[src/rtl/clz_pkg.sv]
// Shared definitions for the CLZ/CLO unit: widths, state encoding and the
// state enum used by the control FSM.
package clz_pkg;

  localparam int OP_W   = 32;
  localparam int HALF_W = 16;
  localparam int RES_W  = 6;
  localparam int CNT_W  = 5;

  // Core count value meaning "all sixteen bits were zero"
  localparam logic [CNT_W-1:0] CNT_ALL0 = 5'd16;

  localparam logic [1:0] ST_IDLE = 2'd0;
  localparam logic [1:0] ST_HI   = 2'd1;
  localparam logic [1:0] ST_LO   = 2'd2;
  localparam logic [1:0] ST_DONE = 2'd3;

  typedef enum logic [1:0] {
    IDLE = ST_IDLE,
    HI   = ST_HI,
    LO   = ST_LO,
    DONE = ST_DONE
  } state_t;

endpackage

[src/rtl/clz16_core.sv]
// Purely combinational 16-bit leading-zero counter. Output is 0..16, where
// 16 means the input was all zeros.
module clz16_core
  import clz_pkg::*;
(
  input  logic [HALF_W-1:0] din,
  output logic [CNT_W-1:0]  cnt
);

  // Scan from LSB to MSB so the most significant set bit is the last to win
  always_comb begin
    cnt = CNT_ALL0;
    for (int i = 0; i < HALF_W; i++) begin
      if (din[i]) cnt = CNT_W'(HALF_W - 1 - i);
    end
  end

endmodule

[src/rtl/clz_unit.sv]
// Multi-cycle count-leading-zeros / count-leading-ones unit.
// The operand is counted one 16-bit half at a time through a single shared
// clz16_core. CLO is handled by inverting the operand when it is latched.
// Optional macro CLZ_EARLY_EXIT_EN: skip the LO state when the upper half
// already contains a set bit, shortening latency from +3 to +2.
module clz_unit
  import clz_pkg::*;
(
  input  logic            clk,
  input  logic            rst_n,
  input  logic            start,
  input  logic            op_clo,
  input  logic [OP_W-1:0] rs,
  input  logic            cancel,
  output logic            busy,
  output logic            done,
  output logic [OP_W-1:0] rd
);

  state_t            state;
  state_t            state_nx;
  logic [OP_W-1:0]   opnd;
  logic [RES_W-1:0]  acc;
  logic              upper_nz;
  logic [HALF_W-1:0] half;
  logic [CNT_W-1:0]  cnt;
  logic              done_q;
  logic [OP_W-1:0]   rd_q;

  // The single core looks at the lower half only while in LO
  assign half = (state == LO) ? opnd[HALF_W-1:0] : opnd[OP_W-1:HALF_W];

  clz16_core u_core (
    .din (half),
    .cnt (cnt)
  );

  // State register
  always_ff @(posedge clk or negedge rst_n) begin
    if (!rst_n) state <= IDLE;
    else        state <= state_nx;
  end

  // Next-state logic; cancel overrides everything, including a start in IDLE
  always_comb begin
    state_nx = state;
    if (cancel) begin
      state_nx = IDLE;
    end else begin
      case (state)
        IDLE: if (start) state_nx = HI;
`ifdef CLZ_EARLY_EXIT_EN
        HI:   state_nx = (cnt != CNT_ALL0) ? DONE : LO;
`else
        HI:   state_nx = LO;
`endif
        LO:   state_nx = DONE;
        DONE: state_nx = IDLE;
        default: state_nx = IDLE;
      endcase
    end
  end

  // Operand capture and accumulation of the two half counts
  always_ff @(posedge clk or negedge rst_n) begin
    if (!rst_n) begin
      opnd     <= '0;
      acc      <= '0;
      upper_nz <= 1'b0;
    end else begin
      case (state)
        IDLE: begin
          if (start && !cancel) opnd <= op_clo ? ~rs : rs;
        end
        HI: begin
          acc      <= {1'b0, cnt};
          upper_nz <= (cnt != CNT_ALL0);
        end
        LO: begin
          if (!upper_nz) acc <= acc + {1'b0, cnt};
        end
        default: ;
      endcase
    end
  end

  // Registered result and one-cycle done pulse, both suppressed by cancel
  always_ff @(posedge clk or negedge rst_n) begin
    if (!rst_n) begin
      done_q <= 1'b0;
      rd_q   <= '0;
    end else begin
      done_q <= 1'b0;
      if (state == DONE && !cancel) begin
        done_q <= 1'b1;
        rd_q   <= {{(OP_W-RES_W){1'b0}}, acc};
      end
    end
  end

  assign busy = (state != IDLE);
  assign done = done_q;
  assign rd   = rd_q;

endmodule

[config.mk]
export PLATFORM = sky130hd
export DESIGN_NAME = clz_unit
export DESIGN_NICKNAME = d
export VERILOG_FILES = /design/src/rtl/clz_pkg.sv /design/src/rtl/clz16_core.sv /design/src/rtl/clz_unit.sv
export SDC_FILE = /design/constraint.sdc
export NUM_CORES = 1
export LEC_CHECK = 0
export CAP_MARGIN = 20
export CORE_MARGIN = 4
export CORE_UTILIZATION = 50
export CTS_CLUSTER_DIAMETER = 150
export DETAILED_ROUTE_END_ITERATION = 8
export PLACE_DENSITY = 0.8
export SLEW_MARGIN = 20
export SYNTH_ARGS = -nofsm -noshare
export SYNTH_HDL_FRONTEND = slang
export SYNTH_SLANG_ARGS = --single-unit
[constraint.sdc]
create_clock -name clk -period 8.3 [get_ports clk]
set_input_delay 1.245 -clock clk [delete_from_list [all_inputs] [get_ports clk]]
set_output_delay 1.245 -clock clk [all_outputs]
set_load 0.005 [all_outputs]
==> impl_metrics.yaml, run 1 <==
setup_path:
  timing.critical_path.required_ps: 8490
  slowest_delay_ps: 820
  path_class: "reg -> reg"
  cp-end-kind: "register"
  critPathMaxFanout: 30
  cp-start-kind: "register"
  cp_slowest_cell: "ha_1"
  crit_chain: "inv_1, ha_1, nor3_1, or2_0, a211o_1, a21oi_1, nor2_1, ha_1, a21o_1, a21oi_1, xor2_1, nor2_1, a221o_1"
  arrival_ps: 3830
global_routing:
  grt_pass1_wl_mm: 9.080
  grt_max_degree: 65
  antenna_found_initial: 0
  grt_usage_pct: 15.50
  grt_pass1_vias: 2050
  grt_overflow_total: 0
clock_tree:
  htreeDepth: 2
  post-cts-setup-buffers: 0
  clk_path_buf_depth: 2
  cts_sinks: 48
  ctsHoldBuffers: 0
  cts_made_buffers: 5
  cts_resized: 0
  worstSkewPairLatency_ps: 300
  cts_tree: "done"
  clk_pin_slew_ps: 80
  cts_root_buffer: "clkbuf_8"
drt:
  vias_per_cell: 5.039
  antenna_left: 0
  routed.top_layer: "met4"
  post_drt_wl_per_cell_microns: 12.77
  vias: 2177
  drtIter0Drc: 72
  wl_met2_mm: 2.904
  first_pass_iters: 4
  dr_wl_met3_microns: 250
  post-route-drc-count: 0
  drt_wl_total_mm: 5.517
  met1Wirelength_mm: 2.287
floorplanning:
  io_pins: 71
  row_count: 27
  start_util_pct: 52.54
  die_area_sq_um: 7224
  dieHeight_microns: 85.00
  design.core.area_sq_um: 5642
  die_w_microns: 85.00
synth:
  synth_edf_count: 0
  syn-mean-instance-area_sq_um: 9.205
  synth.area.top_cells: "dfrtp_1 41%, xnor2_1 7.4%, buf_4 6.6%, o21ai_0 5.1%, ha_1 4.2%"
  synth_cell_types: 50
  synth_common_cells: "48 x dfrtp_1, 32 x nand2_1, 30 x o21ai_0"
  synth_top_area_share_pct: 40.52
  yosysWarningCount: 0
  synth_top_area_cell: "dfrtp_1"
  synth_area_sq_um: 2964
  synth_flop_cell: "dfrtp_1"
  synth_seq_cells: 48
  yosysMostFrequentCell: "dfrtp_1"
  synthArstFlopShare_pct: 100.0
  syn_inst: 322
  ys_seq_area_share_pct: 40.52
run_status:
  outcome: "completed"
cells_and_area:
  area_growth_pct: 16.50
  instances_no_fill: 432
  finalNetCount: 407
  insertedDiodeCount: 0
  drive_above_1_share_pct: 7.778
  fin_util_pct: 61.21
pwr:
  power.density_nw_per_um2: 302.8
  power_mw: 1.046
  power_leakage_nw: 1.542
  ir_drop_v: 0.0001300
timing:
  setup_viol: 0
  slew-limit-headroom_pct: 34.72
  finalSetupTns_ps: 0
  tightest_slew_ps: 979.2
  fmax_mhz: 274.5
  drv_slew: 0
  finClkSkew_ps: 4.966
  grt_setup_unrepaired: "false"
  period_needed_ps: 3643
  post-route-period-util_pct: 43.89
  setup_ws_ps: 4657
  hold_viol_final: 0
placed_design:
  io_buffers: 44
  routabilityCongestion: 0.8512
  hpwl_mm: 4.361
  place_inst: 424
  dp_slack_ps: 4713
job:
  drv_cap: 0
worst_hold_path:
  hold_path_class: "reg -> reg"
[per-stage QoR]
step	hold WS, ps	cell area (sq um)
floorplan	450.5	3058
global placement	466.5	3324
detailed placement	493.9	3324
CTS	513.7	3451
global route	533.8	3453
finish	508.5	3453
[state kept, by name (all words and copies together) (netlist names)]
register / cells
acc: 6
rd: 6
state: 2
opnd: 32
upper_nz: 1
done: 1
[layout by cell type (no fill, tap or decap), drive strengths merged, types with 2 or more instances in the layout]
master         Yosys  final
nor2              21     21
clkbuf             8      7
a31oi              2      2
xor2              10     10
a21o               2      2
clkdlybuf4s50      0     42
nand3              2      2
nor4               3      3
nand2b             4      4
buf               32      3
inv               17     17
a21oi             25     25
o31ai              3      3
ha                10     10
mux2               6      6
nor3b              4      4
conb               1     26
o21ai             30     30
o311ai             2      2
nand2             32     32
a211oi             3      3
nor3              10     10
dfrtp             48     48
or2                3      3
nor2b              4      4
xnor2             25     25
[logic make-up after synthesis]
family,Yosys count,share of synthesized area [%]
other,1,0.1265
adder cells (fa/ha/maj),11,4.897
XOR/XNOR,35,10.34
flip-flops,48,40.52
multiplexers,6,2.279
AO/OA/AOI/OAI,78,15.66
buffers and inverters,57,10.98
AND/OR/NAND/NOR,86,15.20
[area by class of cell]
cell class	count	area [sq um]
tap	72	90.09
sequential	48	1201
clock buffer	7	96.34
inverter	17	63.81
timing repair buffer	45	440.4
fill	491	2188
multi-input combinational	242	1531
clock inverter	1	30.03
[worst max-delay path: cells and delay by family (launching register included)]
kind                     cells  cell delay [ps]
AO/OA/AOI/OAI                5             1140
adder cells (fa/ha/maj)      2             1100
AND/OR/NAND/NOR              4              540
flip-flops                   1              410
XOR/XNOR                     1              180
buffers and inverters        1              140
[metal layers]
metal | vias to the layer above | track usage [%]
met5 | - | 0
met4 | 0 | 5.180
met3 | 8 | 3.495
met2 | 48 | 27.90
met1 | 1008 | 18.08
li1 | 1113 | -
[worst paths after layout]
path | startpoint | to | slack (ps) | cells after the start
setup / recovery | state[0]$_DFFE_PN0P_ | acc[3]$_DFFE_PN0P_ | 4660 | 13
hold / removal | opnd[14]$_DFFE_PN0P_ | opnd[14]$_DFFE_PN0P_ | 510 | 2
setup reg to reg | state[0]$_DFFE_PN0P_ | acc[3]$_DFFE_PN0P_ | 4660 | 13
hold reg to reg | opnd[14]$_DFFE_PN0P_ | opnd[14]$_DFFE_PN0P_ | 510 | 2
max in group asynchronous | rst_n | opnd[28]$_DFFE_PN0P_ | 6950 | 1
min in group asynchronous | rst_n | rd[2]$_DFFE_PN0P_ | 950 | 1
[report_power, final]
group,internal (mW),switching [mW]
clock network,0.106,0.0743
logic,0.196,0.245
registers,0.333,0.0915
Power figures use the tool's default switching activity.
==> run 2, diff against run 1 <==
- clock period: 8.3 -> 3.5 ns (I/O delays scaled with it)
==> run 2 against run 1 <==
Hold slack worse by 290 ps; highest routed layer unchanged; combinational power increased by 140%; register-to-register slack got worse by 4400 ps; critical path type unchanged; largest power group unchanged; global-route usage increased by 0.92 points; total power is 140% higher.
==> impl_metrics.yaml, run 2 (synthesis results as in run 1) <==
floorplanning:
  row_count: 27
  io_pins: 71
  start_util_pct: 52.54
  dieHeight_microns: 85.00
  design.core.area_sq_um: 5642
  die_w_microns: 85.00
  die_area_sq_um: 7224
clock_tree:
  htreeDepth: 2
  clk_path_buf_depth: 2
  cts_root_buffer: "clkbuf_8"
  worstSkewPairLatency_ps: 310
  post-cts-setup-buffers: 0
  ctsHoldBuffers: 0
  clk_pin_slew_ps: 90
  cts_made_buffers: 5
  cts_tree: "done"
  cts_resized: 0
  cts_sinks: 48
setup_path:
  reg2reg_depth: 14
  timing.critical_path.required_ps: 3720
  arrival_ps: 3420
  cp-end-kind: "register"
  r2r_setup_slack_ps: 300
  slowest_delay_ps: 410
  cp_slowest_cell: "fa_1"
  crit_chain: "inv_1, ha_1, buf_4, nor4_1, a32oi_1, a221oi_1, ha_1, inv_1, fa_1, inv_1, a21o_1, a21oi_1, xor2_1, o221ai_1"
  critPathMaxFanout: 12
  cp_common_cell: "inv_1"
  path_class: "reg -> reg"
  cp-start-kind: "register"
drt:
  antenna_left: 0
  first_pass_iters: 5
  vias_per_cell: 5.083
  drt_wl_total_mm: 5.799
  met1Wirelength_mm: 2.406
  drtIter0Drc: 99
  routed.top_layer: "met4"
  wl_met2_mm: 2.973
  post_drt_wl_per_cell_microns: 13.36
  vias: 2206
  dr_wl_met3_microns: 281
  post-route-drc-count: 0
cells_and_area:
  largest_reg_flops: 32
  final_common_cell: "dfrtp_1"
  insertedDiodeCount: 0
  area_growth_pct: 16.67
  finalNetCount: 409
  drive_above_1_share_pct: 8.287
  n_fill_cell: 512
  final_cell_mix: "48 x dfrtp_1, 42 x clkdlybuf4s50_1, 32 x nand2_1"
  fin_util_pct: 61.30
  instances_no_fill: 434
  regMostFlops: "opnd"
global_routing:
  antenna_found_initial: 0
  grt_usage_pct: 16.42
  grt_max_degree: 65
  grt_pass1_vias: 2145
  grt_overflow_total: 0
  grt_pass1_wl_mm: 9.653
pwr:
  power_mw: 2.498
  ir_drop_v: 0.0003507
  power_leakage_nw: 1.547
  power.density_nw_per_um2: 722.3
placed_design:
  place_inst: 426
  hpwl_mm: 4.533
  routabilityCongestion: 0.9632
  io_buffers: 44
timing:
  period_needed_ps: 3200
  setup_viol: 0
  fmax_mhz: 312.5
  finalSetupTns_ps: 0
  finClkSkew_ps: 14.05
  grt_setup_unrepaired: "false"
  drv_slew: 0
  post-route-period-util_pct: 91.44
  tightest_slew_ps: 820.7
  hold_viol_final: 0
  slew-limit-headroom_pct: 45.29
  hold_ws_ps: 217.6
run_status:
  outcome: "completed"
worst_hold_path:
  hold_path_class: "in -> async"
job:
  drv_cap: 0
run 2: cell count changes in the layout (fill, tap and decap cells not counted), sizes merged:
cell,change
clkbuf,-2
buf,+2
clkinv,+2
run 2: worst paths after layout:
path                                 endpoint            startpoint
hold / removal              rd[5]$_DFFE_PN0P_                 rst_n
min in group clk            rd[1]$_DFFE_PN0P_     rd[1]$_DFFE_PN0P_
hold reg to reg             rd[1]$_DFFE_PN0P_     rd[1]$_DFFE_PN0P_
setup / recovery           acc[4]$_DFFE_PN0P_  state[0]$_DFFE_PN0P_
setup reg to reg           acc[4]$_DFFE_PN0P_  state[0]$_DFFE_PN0P_
max in group asynchronous  acc[0]$_DFFE_PN0P_                 rst_n
run 2: layout make-up:
| type | instances | area [sq um] | area share [%] |
|---|---|---|---|
| Inverter | 17 | 63.81 | 1.845 |
| Sequential cell | 48 | 1201 | 34.73 |
| Clock buffer | 5 | 68.82 | 1.990 |
| Timing Repair Buffer | 47 | 455.4 | 13.17 |
| Clock inverter | 3 | 47.55 | 1.375 |
| Tap cell | 72 | 90.09 | 2.605 |
| Multi-Input combinational cell | 242 | 1531 | 44.28 |
run 2: where the power goes:
| part | total [mW] | internal (mW) | switching (mW) | leakage [nW] |
|---|---|---|---|---|
| Clock | 0.412 | 0.215 | 0.197 | 0.0583 |
| Combinational | 1.07 | 0.474 | 0.597 | 0.893 |
| Sequential | 1.02 | 0.788 | 0.227 | 0.596 |
| Total | 2.50 | 1.48 | 1.02 | 1.55 |
run 2: through the flow:
step	area (sq um)	setup slack [ps]
floorplan	3058	681.9
global placement	3339	512.1
detailed placement	3339	330.4
CTS	3456	294.8
global route	3458	79.29
finish	3458	299.8
run 2: metal layers:
metal,vias up,GRT usage [%]
met5,-,0
met4,0,7.050
met3,15,3.689
met2,60,28.39
met1,1012,19.51
li1,1119,-
run 2: critical path, delay by kind of cell (launching register included):
family / cells / cell delay [ps]
adder cells (fa/ha/maj): 3 / 970
AO/OA/AOI/OAI: 5 / 800
buffers and inverters: 4 / 470
flip-flops: 1 / 390
AND/OR/NAND/NOR: 1 / 360
XOR/XNOR: 1 / 140
